==> config.mk <==
export PLATFORM = sky130hd
export DESIGN_NAME = muldiv_unit
export DESIGN_NICKNAME = d
export VERILOG_FILES = /design/src/rtl/mips_core_pkg.sv /design/src/rtl/muldiv_unit.sv
export SDC_FILE = /design/constraint.sdc
export NUM_CORES = 1
export LEC_CHECK = 0
export BUFFER_PORTS_ARGS = -buffer_cell sky130_fd_sc_hd__buf_2
export CAP_MARGIN = 10
export CORE_MARGIN = 2
export CORE_UTILIZATION = 35
export DETAILED_ROUTE_END_ITERATION = 6
export GPL_TIMING_DRIVEN = 0
export RECOVER_POWER = 100
export SLEW_MARGIN = 20
export SYNTH_ARGS = -nofsm -noshare
export SYNTH_HDL_FRONTEND = slang
export SYNTH_SLANG_ARGS = --single-unit
==> constraint.sdc <==
create_clock -name clk -period 5.4 [get_ports clk]
set_clock_uncertainty 0.05 [all_clocks]
set_input_delay 1.62 -clock clk [delete_from_list [all_inputs] [get_ports clk]]
set_output_delay 1.62 -clock clk [all_outputs]
set_load 0.03 [all_outputs]
==> src/rtl/mips_core_pkg.sv <==
// Shared types for the MIPS core: HI/LO unit opcodes and multiply/divide sequencer states.
package mips_core_pkg;

  // Operations understood by the multiply/divide unit.
  typedef enum logic [2:0] {
    MD_MULT  = 3'd0,
    MD_MULTU = 3'd1,
    MD_DIV   = 3'd2,
    MD_DIVU  = 3'd3,
    MD_MFHI  = 3'd4,
    MD_MFLO  = 3'd5,
    MD_MTHI  = 3'd6,
    MD_MTLO  = 3'd7
  } MdOp;

  // Sequencer states: IDLE accepts requests, MUL/DIV iterate, FIX applies signs and commits HI/LO.
  typedef enum logic [1:0] {
    IDLE = 2'd0,
    MUL  = 2'd1,
    DIV  = 2'd2,
    FIX  = 2'd3
  } md_state_e;

  // True for the operations that work on two's-complement operands.
  function automatic logic md_op_is_signed(input MdOp op);
    return (op == MD_MULT) || (op == MD_DIV);
  endfunction

endpackage

==> src/rtl/muldiv_unit.sv <==
// Iterative HI/LO multiply/divide unit: shift-add multiply (1, 2 or 4 bits per cycle),
// restoring divide (1 bit per cycle), sign fix-up in a final cycle, MFHI/MFLO/MTHI/MTLO access.
`ifndef DATA_WIDTH
`define DATA_WIDTH 32
`endif

module muldiv_unit
  import mips_core_pkg::*;
#(
  parameter int DATA_WIDTH         = `DATA_WIDTH,  // even, >= 8
  parameter int MUL_BITS_PER_CYCLE = 1             // 1, 2 or 4; must divide DATA_WIDTH
) (
  input  logic                  clk,
  input  logic                  rst_n,
  input  logic                  req_valid,
  output logic                  req_ready,
  input  MdOp                   req_op,
  input  logic [DATA_WIDTH-1:0] req_op1,
  input  logic [DATA_WIDTH-1:0] req_op2,
  input  logic                  flush,
  output logic                  resp_valid,
  output logic [DATA_WIDTH-1:0] resp_result,
  output logic                  busy
);

  localparam int W     = DATA_WIDTH;
  localparam int K     = MUL_BITS_PER_CYCLE;
  localparam int CNT_W = $clog2(DATA_WIDTH) + 1;
  localparam logic [CNT_W-1:0] MUL_ITERS = CNT_W'(W / K);
  localparam logic [CNT_W-1:0] DIV_ITERS = CNT_W'(W);
  localparam logic [CNT_W-1:0] CNT_ONE   = CNT_W'(1);

  md_state_e          state_reg, state_next;
  logic [CNT_W-1:0]   cnt_reg, cnt_next;
  // Multiply: {partial product high, remaining multiplier bits}. Divide: {remainder, quotient/dividend}.
  logic [2*W-1:0]     prod_reg, prod_next;
  // Multiplicand magnitude (multiply) or divisor magnitude (divide).
  logic [W-1:0]       mcand_reg, mcand_next;
  logic               is_div_reg, is_div_next;
  logic               neg_q_reg, neg_q_next;   // product sign, or quotient sign
  logic               neg_r_reg, neg_r_next;   // remainder sign
  logic [W-1:0]       hi_reg, hi_next;
  logic [W-1:0]       lo_reg, lo_next;
  logic               resp_valid_reg, resp_valid_next;
  logic [W-1:0]       resp_result_reg, resp_result_next;

  logic               accept;
  logic               s1, s2;
  logic [W-1:0]       abs1, abs2;

  // Multiply step datapath
  logic [W+K-1:0]     pp [K];
  logic [W+K-1:0]     mul_sum;
  logic [2*W-1:0]     mul_step;

  // Divide step datapath
  logic [W:0]         div_shift;
  logic [W-1:0]       div_diff;
  logic               div_ge;
  logic [2*W-1:0]     div_step;

  // Commit values produced in FIX
  logic [2*W-1:0]     prod_fix;

  assign req_ready   = (state_reg == IDLE) && !flush;
  assign accept      = req_valid && req_ready;
  assign busy        = (state_reg != IDLE);
  assign resp_valid  = resp_valid_reg;
  assign resp_result = resp_result_reg;

  // Signed ops iterate on magnitudes; MIN maps onto itself, which is correct as an unsigned magnitude.
  assign s1   = md_op_is_signed(req_op) && req_op1[W-1];
  assign s2   = md_op_is_signed(req_op) && req_op2[W-1];
  assign abs1 = s1 ? -req_op1 : req_op1;
  assign abs2 = s2 ? -req_op2 : req_op2;

  // One shifted multiplicand per multiplier bit retired this cycle.
  for (genvar gi = 0; gi < K; gi++) begin : g_pp
    assign pp[gi] = prod_reg[gi] ? (({{K{1'b0}}, mcand_reg}) << gi) : '0;
  end

  // Sum the partial products into the running high half, then shift K multiplier bits out.
  always_comb begin
    mul_sum = {{K{1'b0}}, prod_reg[2*W-1:W]};
    for (int i = 0; i < K; i++) begin
      mul_sum = mul_sum + pp[i];
    end
    mul_step = {mul_sum, prod_reg[W-1:K]};
  end

  // Restoring divide: shift in the next dividend bit and subtract the divisor when it fits.
  always_comb begin
    div_shift = prod_reg[2*W-1:W-1];
    div_ge    = (div_shift >= {1'b0, mcand_reg});
    div_diff  = div_shift[W-1:0] - mcand_reg;
    div_step  = div_ge ? {div_diff, prod_reg[W-2:0], 1'b1}
                       : {prod_reg[2*W-2:0], 1'b0};
    prod_fix  = neg_q_reg ? -prod_reg : prod_reg;
  end

  // State register.
  always_ff @(posedge clk or negedge rst_n) begin
    if (!rst_n) begin
      state_reg <= IDLE;
    end else begin
      state_reg <= state_next;
    end
  end

  // Datapath, HI/LO and response registers.
  always_ff @(posedge clk or negedge rst_n) begin
    if (!rst_n) begin
      cnt_reg         <= '0;
      prod_reg        <= '0;
      mcand_reg       <= '0;
      is_div_reg      <= 1'b0;
      neg_q_reg       <= 1'b0;
      neg_r_reg       <= 1'b0;
      hi_reg          <= '0;
      lo_reg          <= '0;
      resp_valid_reg  <= 1'b0;
      resp_result_reg <= '0;
    end else begin
      cnt_reg         <= cnt_next;
      prod_reg        <= prod_next;
      mcand_reg       <= mcand_next;
      is_div_reg      <= is_div_next;
      neg_q_reg       <= neg_q_next;
      neg_r_reg       <= neg_r_next;
      hi_reg          <= hi_next;
      lo_reg          <= lo_next;
      resp_valid_reg  <= resp_valid_next;
      resp_result_reg <= resp_result_next;
    end
  end

  // Next-state and datapath control; flush always wins and never touches HI/LO.
  always_comb begin
    state_next       = state_reg;
    cnt_next         = cnt_reg;
    prod_next        = prod_reg;
    mcand_next       = mcand_reg;
    is_div_next      = is_div_reg;
    neg_q_next       = neg_q_reg;
    neg_r_next       = neg_r_reg;
    hi_next          = hi_reg;
    lo_next          = lo_reg;
    resp_valid_next  = 1'b0;
    resp_result_next = '0;

    unique case (state_reg)
      IDLE: begin
        if (accept) begin
          unique case (req_op)
            MD_MULT, MD_MULTU: begin
              state_next  = MUL;
              cnt_next    = MUL_ITERS;
              prod_next   = {{W{1'b0}}, abs2};
              mcand_next  = abs1;
              is_div_next = 1'b0;
              neg_q_next  = s1 ^ s2;
              neg_r_next  = 1'b0;
            end
            MD_DIV, MD_DIVU: begin
              is_div_next = 1'b1;
              if (req_op2 == '0) begin
                // Divide by zero skips iteration: LO = all ones, HI = raw dividend.
                state_next = FIX;
                cnt_next   = '0;
                prod_next  = {req_op1, {W{1'b1}}};
                mcand_next = '0;
                neg_q_next = 1'b0;
                neg_r_next = 1'b0;
              end else begin
                state_next = DIV;
                cnt_next   = DIV_ITERS;
                prod_next  = {{W{1'b0}}, abs1};
                mcand_next = abs2;
                neg_q_next = s1 ^ s2;
                neg_r_next = s1;
              end
            end
            MD_MFHI: begin
              resp_valid_next  = 1'b1;
              resp_result_next = hi_reg;
            end
            MD_MFLO: begin
              resp_valid_next  = 1'b1;
              resp_result_next = lo_reg;
            end
            MD_MTHI: hi_next = req_op1;
            MD_MTLO: lo_next = req_op1;
            default: ;
          endcase
        end
      end
      MUL: begin
        prod_next = mul_step;
        cnt_next  = cnt_reg - CNT_ONE;
        if (cnt_reg == CNT_ONE) begin
          state_next = FIX;
        end
      end
      DIV: begin
        prod_next = div_step;
        cnt_next  = cnt_reg - CNT_ONE;
        if (cnt_reg == CNT_ONE) begin
          state_next = FIX;
        end
      end
      FIX: begin
        state_next = IDLE;
        cnt_next   = '0;
        if (!flush) begin
          if (is_div_reg) begin
            hi_next = neg_r_reg ? -prod_reg[2*W-1:W] : prod_reg[2*W-1:W];
            lo_next = neg_q_reg ? -prod_reg[W-1:0]   : prod_reg[W-1:0];
          end else begin
            hi_next = prod_fix[2*W-1:W];
            lo_next = prod_fix[W-1:0];
          end
        end
      end
      default: state_next = IDLE;
    endcase

    if (flush) begin
      state_next = IDLE;
      cnt_next   = '0;
    end
  end

endmodule

* Yosys cells after proc, flatten, opt, wreduce, memory -nomap -nowiden *
Index checks and enable logic that the tools add are counted.

cells by class
  add/subtract/negate cells = 8
  magnitude comparators = 1
  eq/ne operators = 19
  multiplexer cells = 45
  bitwise operators = 1
  reduce and logical (&&, ||, !) cells = 23

operator list
  operator              count
  $mux W32              16
  $mux W64              4
  $pmux W32 S2          4
  $pmux W64 S3          1
  $neg A32 Y32          4
  $pmux W64 S2          1
  $neg A64 Y64          1
  $add A32 B32 Y33      1
  $ge A33 B32 Y1        1
  $logic_not A32 Y1     1
  $sub A32 B32 Y32      1
  $mux W6               3
  $pmux W6 S3           1
  $eq A3 B3 Y1 const B  4
  $pmux W6 S2           1
  $reduce_and A3 Y1     3
  $reduce_and A4 Y1     2
  $reduce_or A2 Y1      4
  $eq A3 B2 Y1 const B  2
  $eq A6 B1 Y1 const B  1
  $mux W1               6
  $mux W2               3
  $ne A3 B1 Y1 const B  2
  $pmux W1 S2           3
  other kinds (19)      27

word-level totals
  bits in registers = 204
  bits of input ports = 71

* Depth between registers and ports, before layout *
  word-level depth = 8
  depth in mapped cells = 16
  mapped depth without buffers = 15

* Worst setup path before layout *
Ideal clock, no wire load.

  kind = input to register
  start = in req_op1[4]
  end = reg prod_reg[25]
  arrival = 4,037 ps
  slack = 1,230 ps
  stages = 9
  cell sequence = buf_2 > or4_1 > nor4_1 > nand3_1 > nor3_1 > a21oi_1 > xnor2_1 > a221o_1 > o21ai_0

between the ends
  word-level cells in the longest chain between the ends = 6

ends and longest elaborated chain
  element               line                source
  from (decl)           muldiv_unit.sv:18   input logic [DATA_WIDTH-1:0] req_op1,
  $neg A32 Y32          muldiv_unit.sv:74   assign abs1 = s1 ? -req_op1 : req_op1;
  $mux W32              muldiv_unit.sv:74
  $mux W64              muldiv_unit.sv:166  if (req_op2 == '0) begin
  $pmux W64 S2          muldiv_unit.sv:154  unique case (req_op)
  $mux W64              muldiv_unit.sv:153  if (accept) begin
  $pmux W64 S3          muldiv_unit.sv:151  unique case (state_reg)
  to (signal assigned)  muldiv_unit.sv:125  prod_reg <= prod_next;
  to (decl)             muldiv_unit.sv:36   logic [2*W-1:0] prod_reg, prod_next;

Every way passes these cells. The select of a mux whose other input is x is not followed.
A chain may end at the register's enable or synchronous reset.

* Final worst setup path *
  start = reg prod_reg[0]
  end = reg prod_reg[58]

between the ends
  word-level cells in the longest chain between the ends = 3

ends and longest elaborated chain
  element           line                source
  $mux W32          muldiv_unit.sv:79   assign pp[gi] = prod_reg[gi] ? (({{K{1'b0}}, mcand_reg}) << gi) : '0;
  $add A32 B32 Y33  muldiv_unit.sv:86   mul_sum = mul_sum + pp[i];
  $pmux W64 S3      muldiv_unit.sv:151

Every way passes these cells.

==> impl_metrics.env <==
export IMPL_die_x_um=225
export IMPL_ys_warn_count=0
export IMPL_syn_cell_area_um2=17100
export IMPL_critPathKind="reg2reg"
export IMPL_crit_slowest_cell="clkbuf_1"
export IMPL_detailed_place_hpwl_um=60600
export IMPL_reg2reg_depth=14
export IMPL_cellPowerDensity_nw_per_um2=708
export IMPL_vias=18200
export IMPL_clk_pin_slew_ns=0.06
export IMPL_drtIter0Drc=2151
export IMPL_rsz0062_at_grt="false"
export IMPL_grt_overflow_total=0
export IMPL_setup_viol=0
export IMPL_synth_top_cell_by_area="dfrtp_1"
export IMPL_status="finished with violations"
export IMPL_synth_edff_count=0
export IMPL_crit_family="compound AO/OA/AOI/OAI gates"
export IMPL_cts_buffers=26
export IMPL_syn2layout_area_growth_pct=11.9
export IMPL_ys_seq_area_frac=0.299
export IMPL_core_area_um2=47900
export IMPL_ys_flop_type="dfrtp_1"
export IMPL_wirelength_um=76800
export IMPL_r2r_start="prod_reg[0]$_DFFE_PN0P_"
export IMPL_hold_class="reg2reg"
export IMPL_core_rowCount=80
export IMPL_die_area_um2=50600
export IMPL_total_power_mw=13.5
export IMPL_synth_common_cells="nand2_1 (246), nor2_1 (232), o21ai_0 (218), dfrtp_1 (204), a21oi_1 (161)"
export IMPL_largest_reg_flops=64
export IMPL_ant_nets=0
export IMPL_syn_num_nets=2360
export IMPL_diodes=0
export IMPL_arrival_ns=5.57
export IMPL_avgSynthCellArea_um2=7.73
export IMPL_gr_usage_all_layers=0.299
export IMPL_drc=0
export IMPL_antenna_found_initial=3
export IMPL_grt_max_degree=90
export IMPL_grt_pass1_wl_um=112000
export IMPL_cap_violations=2
export IMPL_fin_crit_sh=0.953
export IMPL_port_buffers=97
export IMPL_clk_latency_ns=0.58
export IMPL_hp_start="hi_reg[30]$_DFFE_PN0P_"
export IMPL_die_h_um=225
export IMPL_gp_congestion=1.00
export IMPL_path_buf_inv=2
export IMPL_instances_no_fill=2972
export IMPL_clock_path_buffers=3
export IMPL_drtPass1Iterations=6
export IMPL_violations="max-capacitance violations, max-slew violations"
export IMPL_min_path_cells=1
export IMPL_cts_tree="built"
export IMPL_post_synth_top_count_cell="nand2_1"
export IMPL_worst_pin_slew_ns=2.06
export IMPL_startpoint_type="flip-flop"
export IMPL_layout_min_cycle_time_ns=5.15
export IMPL_crit_path_end_kind="flip-flop"
export IMPL_layout_drive_gt1_share=0.0577
export IMPL_slew_headroom=-0.372
export IMPL_first_global_vias=17300
export IMPL_ys_seq_elements=204
export IMPL_h_tree_depth=1
export IMPL_routed_via_density=6.12
export IMPL_synthArstFlopShare=1.00
export IMPL_critPathMaxFanout=10
export IMPL_yosysUniqueCellTypes=78
export IMPL_drt_wirelength_per_cell_um=25.8
export IMPL_finalSetupTns_ns=0
export IMPL_start_util=0.357
export IMPL_leakagePower_nw=7.96
export IMPL_clkSinkCount=204
export IMPL_synth_top_cell_area_share=0.299
export IMPL_synthTopCellsByArea="dfrtp_1 (30%), o21ai_0 (6.4%), ha_1 (5.5%), nand2_1 (5.4%), nor2_1 (5.1%)"
export IMPL_worstPathCellList="inv_1, clkbuf_1, nor2_1, ha_1, a211oi_1, nor2_1, o311ai_0, a31oi_1, o21ai_0, o31ai_1, a221o_1, a211o_1, o311a_1, a211oi_1"
export IMPL_worst_path_stages=14
export IMPL_syn_instance_count=2212
export IMPL_timing_fmax_mhz=194
export IMPL_ir_worst_vdd_mv=0.532
export IMPL_dp_cells=2926
export IMPL_cts_root_buf="clkbuf_16"
export IMPL_max_stage_delay_ns=0.75
export IMPL_ios=106
export IMPL_crit_required_ns=5.82
export IMPL_postCtsSetupBuffers=0
export IMPL_maxSlewViolCount=118
export IMPL_finalHoldViolCount=0
export IMPL_nets=2487
export IMPL_post_cts_resized=0
export IMPL_cts_hold_buf=0
export IMPL_worstSetupStartpoint="prod_reg[0]$_DFFE_PN0P_"
## cell families after synthesis
| family | after synthesis | synth area share |
|---|---|---|
| AOI/OAI and AO/OA | 767 | 0.287 |
| xor gates and xnor gates | 171 | 0.0876 |
| adders and majority gates | 77 | 0.0572 |
| buffers and inverters | 229 | 0.0516 |
| DFF | 204 | 0.299 |
| muxes | 46 | 0.0282 |
| and+or+nand+nor | 718 | 0.190 |
## routing by layer
metal / share of wire / GRT usage / up-vias
met5: 0.00014 / 0 / -
met2: 0.43 / 0.456 / 898
met1: 0.41 / 0.394 / 8785
li1: - / - / 8261
met3: 0.084 / 0.0495 / 233
met4: 0.074 / 0.184 / 2
## path summary, 6_finish.rpt
| kind | end | slack (ns) |
|---|---|---|
| max | prod_reg[58]$_DFFE_PN0P_ | 0.25 |
| min | hi_reg[30]$_DFFE_PN0P_ | 0.43 |
| max reg2reg | prod_reg[58]$_DFFE_PN0P_ | 0.25 |
| min reg2reg | hi_reg[30]$_DFFE_PN0P_ | 0.43 |
| max in group asynchronous | prod_reg[18]$_DFFE_PN0P_ | 0.83 |
| min in group asynchronous | cnt_reg[4]$_DFFE_PN0P_ | 1.55 |
## metrics by stage
stage                     hold WS (ns)  setup slack [ns]   util  area (µm²)
after floorplan                  0.399              1.23      -       17100
after global placement           0.411            -0.984  0.383       18400
after detailed placement         0.417             0.302  0.384       18400
after CTS                        0.429             0.413  0.402       19300
after global routing             0.436            0.0189  0.399       19100
final                            0.430             0.253  0.399       19100
## power by group
part,internal [mW],leakage (nW),switching [mW]
clock,1.04,0.410,0.752
combinational,2.96,4.96,5.77
sequential,2.15,2.58,0.870
total,6.15,7.96,7.39
## cell usage in the layout (no fill, tap or decap), types with 12 or more instances in the layout
| cell type | Yosys | final |
|---|---|---|
| ha_1 | 75 | 75 |
| a221oi_1 | 40 | 40 |
| or4_1 | 9 | 12 |
| nor3_1 | 65 | 65 |
| o21ai_0 | 218 | 230 |
| clkbuf_16 | 0 | 26 |
| buf_2 | 9 | 65 |
| o21a_1 | 15 | 15 |
| and3_1 | 14 | 14 |
| a21oi_1 | 161 | 162 |
| nor2b_1 | 15 | 15 |
| nor4_1 | 14 | 14 |
| mux2_2 | 17 | 17 |
| a22o_1 | 24 | 24 |
| xor2_1 | 84 | 84 |
| nand4_1 | 14 | 14 |
| clkbuf_1 | 132 | 178 |
| a22oi_1 | 46 | 46 |
| nand2b_1 | 19 | 19 |
| inv_1 | 72 | 72 |
| a21o_1 | 46 | 46 |
| mux2i_1 | 29 | 29 |
| a211oi_1 | 67 | 67 |
| nor2_1 | 232 | 232 |
| nand3_1 | 41 | 41 |
| dfrtp_1 | 204 | 204 |
| a31oi_1 | 18 | 18 |
| or3_1 | 16 | 18 |
| nand2_1 | 246 | 246 |
| o31ai_1 | 22 | 22 |
| xnor2_1 | 87 | 87 |
## area by class of cell
| class | instances | area, µm² |
|---|---|---|
| Buffer | 155 | 602 |
| Clock buffer | 34 | 721 |
| Clock inverter | 12 | 139 |
| Fill cell | 5023 | 28800 |
| Inverter | 74 | 278 |
| Multi-Input combinational cell | 1779 | 11100 |
| Sequential cell | 204 | 5100 |
| Tap cell | 615 | 769 |
| Timing Repair Buffer | 99 | 469 |
No activity file was read; power rests on OpenSTA's default activity.
